--- src/rtl/fifo_packet_writer.sv ---
// Write-side controller for the shared packet FIFO: parses headers, fills slots, checks parity.
// Define FIFO_PKT_COUNT_EN to add saturating good/dropped packet counters.
module fifo_packet_writer #(
  parameter int unsigned DEPTH     = 3,
  parameter int unsigned WIDTH     = 11,
  parameter int unsigned UWIDTH    = 8,
  parameter int unsigned PTR_SZ    = 2,
  parameter int unsigned PTR_IN_SZ = 4
) (
  input  logic                 clk,
  input  logic                 rst,
  input  logic [UWIDTH-1:0]    in_data,
  input  logic                 in_valid,
  output logic                 in_ready,
  output logic                 write_en,
  output logic [PTR_SZ-1:0]    waddr,
  output logic [PTR_IN_SZ-1:0] waddr_in,
  output logic [UWIDTH-1:0]    wdata,
  output logic                 pkt_commit,
  output logic [PTR_SZ-1:0]    pkt_slot,
  output logic [1:0]           pkt_dest,
  output logic [5:0]           pkt_len,
  input  logic                 slot_free,
  input  logic [PTR_SZ-1:0]    slot_free_addr,
  output logic                 err_parity,
  output logic                 err_hdr
`ifdef FIFO_PKT_COUNT_EN
  ,
  output logic [15:0]          pkt_ok_cnt,
  output logic [15:0]          pkt_drop_cnt
`endif
);

  localparam logic [5:0] MaxLen = 6'(WIDTH - 2);

  typedef enum logic [1:0] {StIdle, StPayload, StParity, StDiscard} state_e;

  state_e                 state_q, state_d;
  logic [DEPTH-1:0]       occ_q, occ_d;
  logic [PTR_SZ-1:0]      cur_slot_q;
  logic [1:0]             dest_q;
  logic [5:0]             len_q;
  logic [PTR_IN_SZ-1:0]   idx_q;
  logic [6:0]             cnt_q;
  logic [UWIDTH-1:0]      xor_q;

  logic                   accept;
  logic                   filling;
  logic [PTR_SZ-1:0]      alloc_idx;
  logic [1:0]             hdr_dest;
  logic [5:0]             hdr_len;
  logic                   hdr_ok;
  logic                   parity_ok;

  assign accept    = in_valid && in_ready;
  assign filling   = (state_q == StPayload) || (state_q == StParity);
  assign hdr_dest  = in_data[1:0];
  assign hdr_len   = in_data[7:2];
  assign hdr_ok    = (hdr_dest != 2'd0) && (hdr_len != 6'd0) && (hdr_len <= MaxLen);
  assign parity_ok = (in_data == xor_q);

  // Lowest-index free slot, taken from the pre-edge occupancy.
  always_comb begin
    alloc_idx = '0;
    for (int i = int'(DEPTH) - 1; i >= 0; i--) begin
      if (!occ_q[i]) alloc_idx = PTR_SZ'(i);
    end
  end

  always_comb begin
    state_d = state_q;
    occ_d   = occ_q;
    // A release of the slot being filled is dropped; that slot is still owned here.
    if (slot_free && occ_q[slot_free_addr] && !(filling && (cur_slot_q == slot_free_addr))) begin
      occ_d[slot_free_addr] = 1'b0;
    end
    unique case (state_q)
      StIdle: begin
        if (accept) begin
          if (hdr_ok) begin
            state_d          = StPayload;
            occ_d[alloc_idx] = 1'b1;
          end else begin
            state_d = StDiscard;
          end
        end
      end
      StPayload: begin
        if (accept && (6'(idx_q) == len_q)) state_d = StParity;
      end
      StParity: begin
        if (accept) begin
          state_d = StIdle;
          if (!parity_ok) occ_d[cur_slot_q] = 1'b0;
        end
      end
      StDiscard: begin
        if (accept && (cnt_q == 7'd1)) state_d = StIdle;
      end
      default: state_d = StIdle;
    endcase
  end

  always_ff @(posedge clk) begin
    if (rst) begin
      state_q    <= StIdle;
      occ_q      <= '0;
      cur_slot_q <= '0;
      dest_q     <= '0;
      len_q      <= '0;
      idx_q      <= '0;
      cnt_q      <= '0;
      xor_q      <= '0;
      in_ready   <= 1'b0;
      write_en   <= 1'b0;
      waddr      <= '0;
      waddr_in   <= '0;
      wdata      <= '0;
      pkt_commit <= 1'b0;
      pkt_slot   <= '0;
      pkt_dest   <= '0;
      pkt_len    <= '0;
      err_parity <= 1'b0;
      err_hdr    <= 1'b0;
    end else begin
      state_q    <= state_d;
      occ_q      <= occ_d;
      in_ready   <= (state_d == StIdle) ? |(~occ_d) : 1'b1;
      write_en   <= 1'b0;
      pkt_commit <= 1'b0;
      err_parity <= 1'b0;
      err_hdr    <= 1'b0;
      unique case (state_q)
        StIdle: begin
          if (accept) begin
            if (hdr_ok) begin
              cur_slot_q <= alloc_idx;
              dest_q     <= hdr_dest;
              len_q      <= hdr_len;
              xor_q      <= in_data;
              idx_q      <= PTR_IN_SZ'(1);
              write_en   <= 1'b1;
              waddr      <= alloc_idx;
              waddr_in   <= '0;
              wdata      <= in_data;
            end else begin
              err_hdr <= 1'b1;
              cnt_q   <= {1'b0, hdr_len} + 7'd1;
            end
          end
        end
        StPayload: begin
          if (accept) begin
            write_en <= 1'b1;
            waddr    <= cur_slot_q;
            waddr_in <= idx_q;
            wdata    <= in_data;
            xor_q    <= xor_q ^ in_data;
            idx_q    <= idx_q + PTR_IN_SZ'(1);
          end
        end
        StParity: begin
          if (accept) begin
            if (parity_ok) begin
              pkt_commit <= 1'b1;
              pkt_slot   <= cur_slot_q;
              pkt_dest   <= dest_q;
              pkt_len    <= len_q;
            end else begin
              err_parity <= 1'b1;
            end
          end
        end
        StDiscard: begin
          if (accept) cnt_q <= cnt_q - 7'd1;
        end
        default: ;
      endcase
    end
  end

`ifdef FIFO_PKT_COUNT_EN
  always_ff @(posedge clk) begin
    if (rst) begin
      pkt_ok_cnt   <= '0;
      pkt_drop_cnt <= '0;
    end else begin
      if (pkt_commit && (pkt_ok_cnt != 16'hFFFF)) pkt_ok_cnt <= pkt_ok_cnt + 16'd1;
      if ((err_parity || err_hdr) && (pkt_drop_cnt != 16'hFFFF)) begin
        pkt_drop_cnt <= pkt_drop_cnt + 16'd1;
      end
    end
  end
`else
  // No statistics counters in this build.
`endif

endmodule
--- config.mk ---
export PLATFORM = sky130hd
export DESIGN_NAME = fifo_packet_writer
export DESIGN_NICKNAME = d
export VERILOG_FILES = /design/src/rtl/fifo_packet_writer.sv
export SDC_FILE = /design/constraint.sdc
export NUM_CORES = 1
export LEC_CHECK = 0
export ABC_CLOCK_PERIOD_IN_PS = 3100
export CORE_ASPECT_RATIO = 0.5
export CORE_UTILIZATION = 55
export CTS_CLUSTER_DIAMETER = 60
export DETAILED_ROUTE_END_ITERATION = 10
export GPL_TIMING_DRIVEN = 0
export PLACE_DENSITY = 0.9
export SLEW_MARGIN = 5
export SYNTH_ARGS = -nofsm -noshare
export SYNTH_HDL_FRONTEND = slang
export SYNTH_SLANG_ARGS = --single-unit
--- constraint.sdc ---
create_clock -name clk -period 3.1 [get_ports clk]
set_input_delay 0.465 -clock clk [delete_from_list [all_inputs] [get_ports clk]]
set_output_delay 0.465 -clock clk [all_outputs]
set_load 0.05 [all_outputs]
# Yosys cells after proc, flatten, opt, wreduce, memory -nomap -nowiden
# Cells that the tools add are included.
dict set report word_totals {
  regBits 63
  in_bits 14
  word_cells 130
}
dict set report op_classes {
  n_addsub 3
  magnitude_cmp 7
  n_eq_ne 12
  mux 53
  bitwise_logic 10
  n_reduce_logical 26
}
# operator count
set op_table {}
lappend op_table {{two-way mux 8 bit} 4}
lappend op_table {{one-hot mux 8 bit (2 select lines)} 2}
lappend op_table {{two-way mux 4 bit} 6}
lappend op_table {{two-way mux 2 bit} 11}
lappend op_table {{two-way mux 7 bit} 3}
lappend op_table {{one-hot mux 4 bit (2 select lines)} 2}
lappend op_table {{two-way mux 3 bit} 5}
lappend op_table {{one-hot mux 7 bit (2 select lines)} 1}
lappend op_table {{logical AND 1 bit} 11}
lappend op_table {{two-way mux 1 bit} 11}
lappend op_table {{inequality test 2 bit, second input constant} 5}
lappend op_table {{less-than comparator 2 x 3 -> 1 bit, second input constant} 3}
lappend op_table {{NOT 3 bit} 3}
lappend op_table {{OR reduction 3 bit} 3}
lappend op_table {{== test 8 bit} 1}
lappend op_table {{one-hot mux 2 bit (4 select lines)} 1}
lappend op_table {{AND reduction 4 bit} 2}
lappend op_table {{bitwise XOR 8 bit} 1}
lappend op_table {{adder 6 x 1 -> 7 bit, second input constant} 1}
lappend op_table {{== test 7 x 1 -> 1 bit, second input constant} 1}
lappend op_table {{subtractor 7 x 1 -> 7 bit, second input constant} 1}
lappend op_table {{AND 3 bit} 2}
lappend op_table {{demux 1 bit (select 2 bit)} 3}
lappend op_table {{== test 4 x 6 -> 1 bit} 1}
lappend op_table {{18 further kinds} 27}

# Longest topological paths before layout
dict set report logic_depth {
  depth_word 14
  ltp_mapped 10
  ltp_nobuf 7
}

# Worst setup path before layout
# OpenSTA, ideal clock, no wires.
dict set report synth_timing {
  path_type {input port to flip-flop}
  from {in in_data[2]}
  to {reg in_ready}
  arrival_ps 2322
  required_time_ps 2962
  setup_slack_ps 639
  stages 9
  n_path_buf 2
  path_cell_list {clkbuf_1 > inv_1 > ha_1 > nor3b_2 > a2111o_1 > buf_6 > o41ai_4 > o211a_1 > a41oi_1}
}
dict set report synth_via {
  elab_chain_len 9
  elab_cells_between_ends 17
  cone_classes {1 x order compare; 1 x eq/ne; 9 x mux; 1 x bitwise; 5 x reduce/logical}
}
# element line_no
set synth_rtl {}
lappend synth_rtl {{from (decl)} 12} ;# input logic [UWIDTH-1:0] in_data,
lappend synth_rtl {{branches (longest 8 deep; another with <= comparator 6 x 4 -> 1 bit)} n/a}
lappend synth_rtl {{two-way mux 1 bit (*)} 128} ;# in_ready <= (state_d == StIdle) ? |(~occ_d) : 1'b1;
lappend synth_rtl {{to (signal assigned)} 128}
lappend synth_rtl {{to (decl)} 14} ;# output logic in_ready,
# Mark *: on every way between the ends.
# A chain may end at the register's enable or synchronous reset.

# Worst setup path in the final report
# Ends and elaborated chain as after synthesis.

==> flow_metrics.tcl <==
set metrics [dict create \
    netlist_instances 379 \
    power.leakage_nw 1.433 \
    synth_flop_cell "dfxtp_1" \
    start_util_pct 57.71 \
    hold_viol_final 0 \
    crit_chain "clkdlybuf4s50_1 > clkbuf_2 > inv_1 > ha_1 > nor3b_2 > a2111o_1 > buf_6 > o31ai_1 > o211a_1 > a41oi_1" \
    cp_slowest_cell "clkdlybuf4s50_1" \
    period_share_pct 93.59 \
    drt-vias-per-instance 6.036 \
    grt_pass1_wl_mm 13.70 \
    dieArea_mm2 0.006140 \
    switching_share_pct 25.97 \
    p_switching_uw 570.7 \
    worstSetupStartpointType "primary input" \
    vias 3060 \
    period_minus_slack_ns 2.901 \
    core-area_mm2 0.005539 \
    drive_gt1_share_pct 8.525 \
    hold_path.class "in2reg" \
    seq_area_frac_synth_pct 39.45 \
    final_common_cell "dfxtp_1" \
    powerDensity_mw_per_mm2 548.1 \
    synth_warnings 0 \
    worst_ep_arrival_time_ns 3.09 \
    wl_per_cell_um 16.70 \
    critPathRequiredTime_ns 3.28 \
    gp_congestion 0.9258 \
    dp_slack_ns -0.2563 \
    clock_sinks 63 \
    syn-num-nets 403 \
    ys_seq_elements 63 \
    cts_resized 0 \
    n_antenna_cell 0 \
    nets 453 \
    timing.critical_path.max_delay_family "compound AO/OA/AOI/OAI gates" \
    crit_fanout 10 \
    io_pins 43 \
    drtPass1Iterations 6 \
    status "complete, no violations" \
    p_int_mw 1.627 \
    worst-slew-pin-transition_ns 0.7438 \
    htreeDepth 3 \
    combPwrFrac_pct 11.1 \
    critPathBufInv 4 \
    synthToLayoutAreaGrowth_pct 25.44 \
    grt_max_degree 14 \
    setup_ws_ns 0.1988 \
    cts_setup_buffers 0 \
    track_usage_pct 29.79 \
    regArea_mm2 0.001261 \
    num_rows 19 \
    rsz0062_at_grt "no" \
    ctsHoldBuffers 0 \
    multi_input_area_mm2 0.001732 \
    dieHeight_um 55.91 \
    postLayoutCellArea_mm2 0.004010 \
    pwr-share-clk_pct 50.6 \
    clk_pin_slew_worst_paths_ns 0.06 \
    cts_tree "done" \
    slew_viol_final 0 \
    cap_violations 0 \
    grt_pass1_vias 2865 \
    critPathMaxStageDelay_ns 0.51 \
    drc 0 \
    grt_overflow_total 0 \
    irDropWorstVdd_uv 388.6 \
    finalPower_mw 2.198 \
    avgSynthCellArea_um2 8.435 \
    dp_hpwl_mm 5.644 \
    setup.worst_path.end_class "flip-flop" \
    die_x_um 109.8 \
    place_area_mm2 0.003679 \
    clk_latency_ns 0.34 \
    cts_root_buffer "clkbuf_16" \
    timing.fmax_ghz 0.3447 \
    stdcell_count 507 \
    crit_type "in2reg" \
    setup_viol 0 \
    dp_cells 491 \
    mostFrequentLayoutCells "63 x dfxtp_1, 49 x nand2_1, 40 x a21oi_1, 39 x clkdlybuf4s50_1, 26 x nor2_1" \
    portBuffers 39 \
    synth_edf_count 0 \
    fillers 401 \
    syn_area_mm2 0.003197 \
    wirelength_mm 8.467 \
    synthArstFlopShare_pct 0 \
    seq_power_share_pct 38.4 \
    maxSlewHeadroom_pct 50.11 \
    clk_path_buf_depth 2 \
    antenna_found_initial 0 \
    drt_iter0_markers 342 \
    synth.distinct_cells 54 \
    postRouteAntennaNets 0 \
    skew_ns 0.005419 \
    numCtsBuffers 9 \
]
-- path summary, 6_finish.rpt --
kind,from,to,slack [ns],cells past startpoint
min reg2reg,waddr_in[0]$_SDFFE_PP0P_,waddr_in[0]$_SDFFE_PP0P_,0.45,2
max,in_data[2],in_ready$_SDFF_PP0_,0.20,10
min,in_data[7],wdata[7]$_SDFFE_PP0P_,0.40,3
max reg2reg,state_q[0]$_SDFF_PP0_,waddr_in[3]$_SDFFE_PP0P_,0.65,8
-- layer usage --
| metal | global-route usage (%) | up-vias | share of wire (%) |
|---|---|---|---|
| met2 | 43.93 | 160 | 44 |
| met4 | 13.90 | 0 | 2.7 |
| met5 | 0 | - | 0 |
| li1 | - | 1439 | - |
| met1 | 38.88 | 1426 | 44 |
| met3 | 10.54 | 35 | 9.0 |
-- power by group through the flow --
stage          clock (mW)  sequential (mW)  combinational (mW)
6_report             1.11            0.844               0.243
5_1_grt              1.16            0.845               0.264
4_1_cts              1.11            0.843               0.238
3_5_place_dp            0            0.860               0.234
3_3_place_gp            0            0.859               0.229
2_1_floorplan           0            0.873               0.149
-- synth_stat cells, types with 7 or more instances --
| cell type | count | area [um^2] |
|---|---|---|
| a21oi_1 | 40 | 200.2 |
| and3_1 | 8 | 50.05 |
| clkbuf_1 | 19 | 71.32 |
| dfxtp_1 | 63 | 1261 |
| ha_1 | 10 | 125.1 |
| inv_1 | 17 | 63.81 |
| mux2i_1 | 12 | 120.1 |
| nand2_1 | 49 | 183.9 |
| nand3_1 | 14 | 70.07 |
| nor2_1 | 26 | 97.59 |
| o21a_1 | 7 | 52.55 |
| o21ai_0 | 12 | 60.06 |
| o31ai_1 | 7 | 52.55 |
| xnor2_1 | 12 | 105.1 |
-- per-stage QoR --
step           utilization [%]  setup TNS [ns]  hold slack, ns
2_1_floorplan                -               0          0.4360
3_3_place_gp             66.41          -5.145          0.4417
3_5_place_dp             66.41          -6.392          0.4457
4_1_cts                  72.33               0          0.3906
5_1_grt                  72.40               0          0.3933
6_report                 72.40               0          0.3957
-- cell type report --
type	instances	share of cell area (%)
multi-input combinational	271	43.18
sequential	63	31.45
timing repair buffer	39	9.735
clock buffer	9	5.616
buffer	28	3.588
clock inverter	7	2.558
tap	73	2.278
inverter	17	1.591
-- worst min-delay path, cell delays in order --
cell,delay [ns]
buf_6,0.11
nand2_1,0.05
a21oi_1,0.05
-- sequential cells by signal (all words and copies together) (netlist names), 2 cells and up --
register / count
pkt_dest: 2
cur_slot_q: 2
dest_q: 2
pkt_slot: 2
waddr: 2
len_q: 6
pkt_len: 6
waddr_in: 4
idx_q: 4
state_q: 2
occ_q: 3
wdata: 8
xor_q: 8
cnt_q: 7
-- logic make-up (layout without fill, tap and decap cells) --
| kind of cell | Yosys count | after routing | share of synthesized area [%] |
|---|---|---|---|
| AOI/OAI and AO/OA | 104 | 104 | 22.94 |
| xor gates and xnor gates | 13 | 13 | 3.562 |
| adders and majority gates | 10 | 10 | 3.914 |
| buffers and inverters | 45 | 100 | 6.379 |
| DFF | 63 | 63 | 39.45 |
| muxes | 12 | 12 | 3.757 |
| and+or+nand+nor | 132 | 132 | 20.00 |
Note: power is estimated with default switching activity, not from simulation.
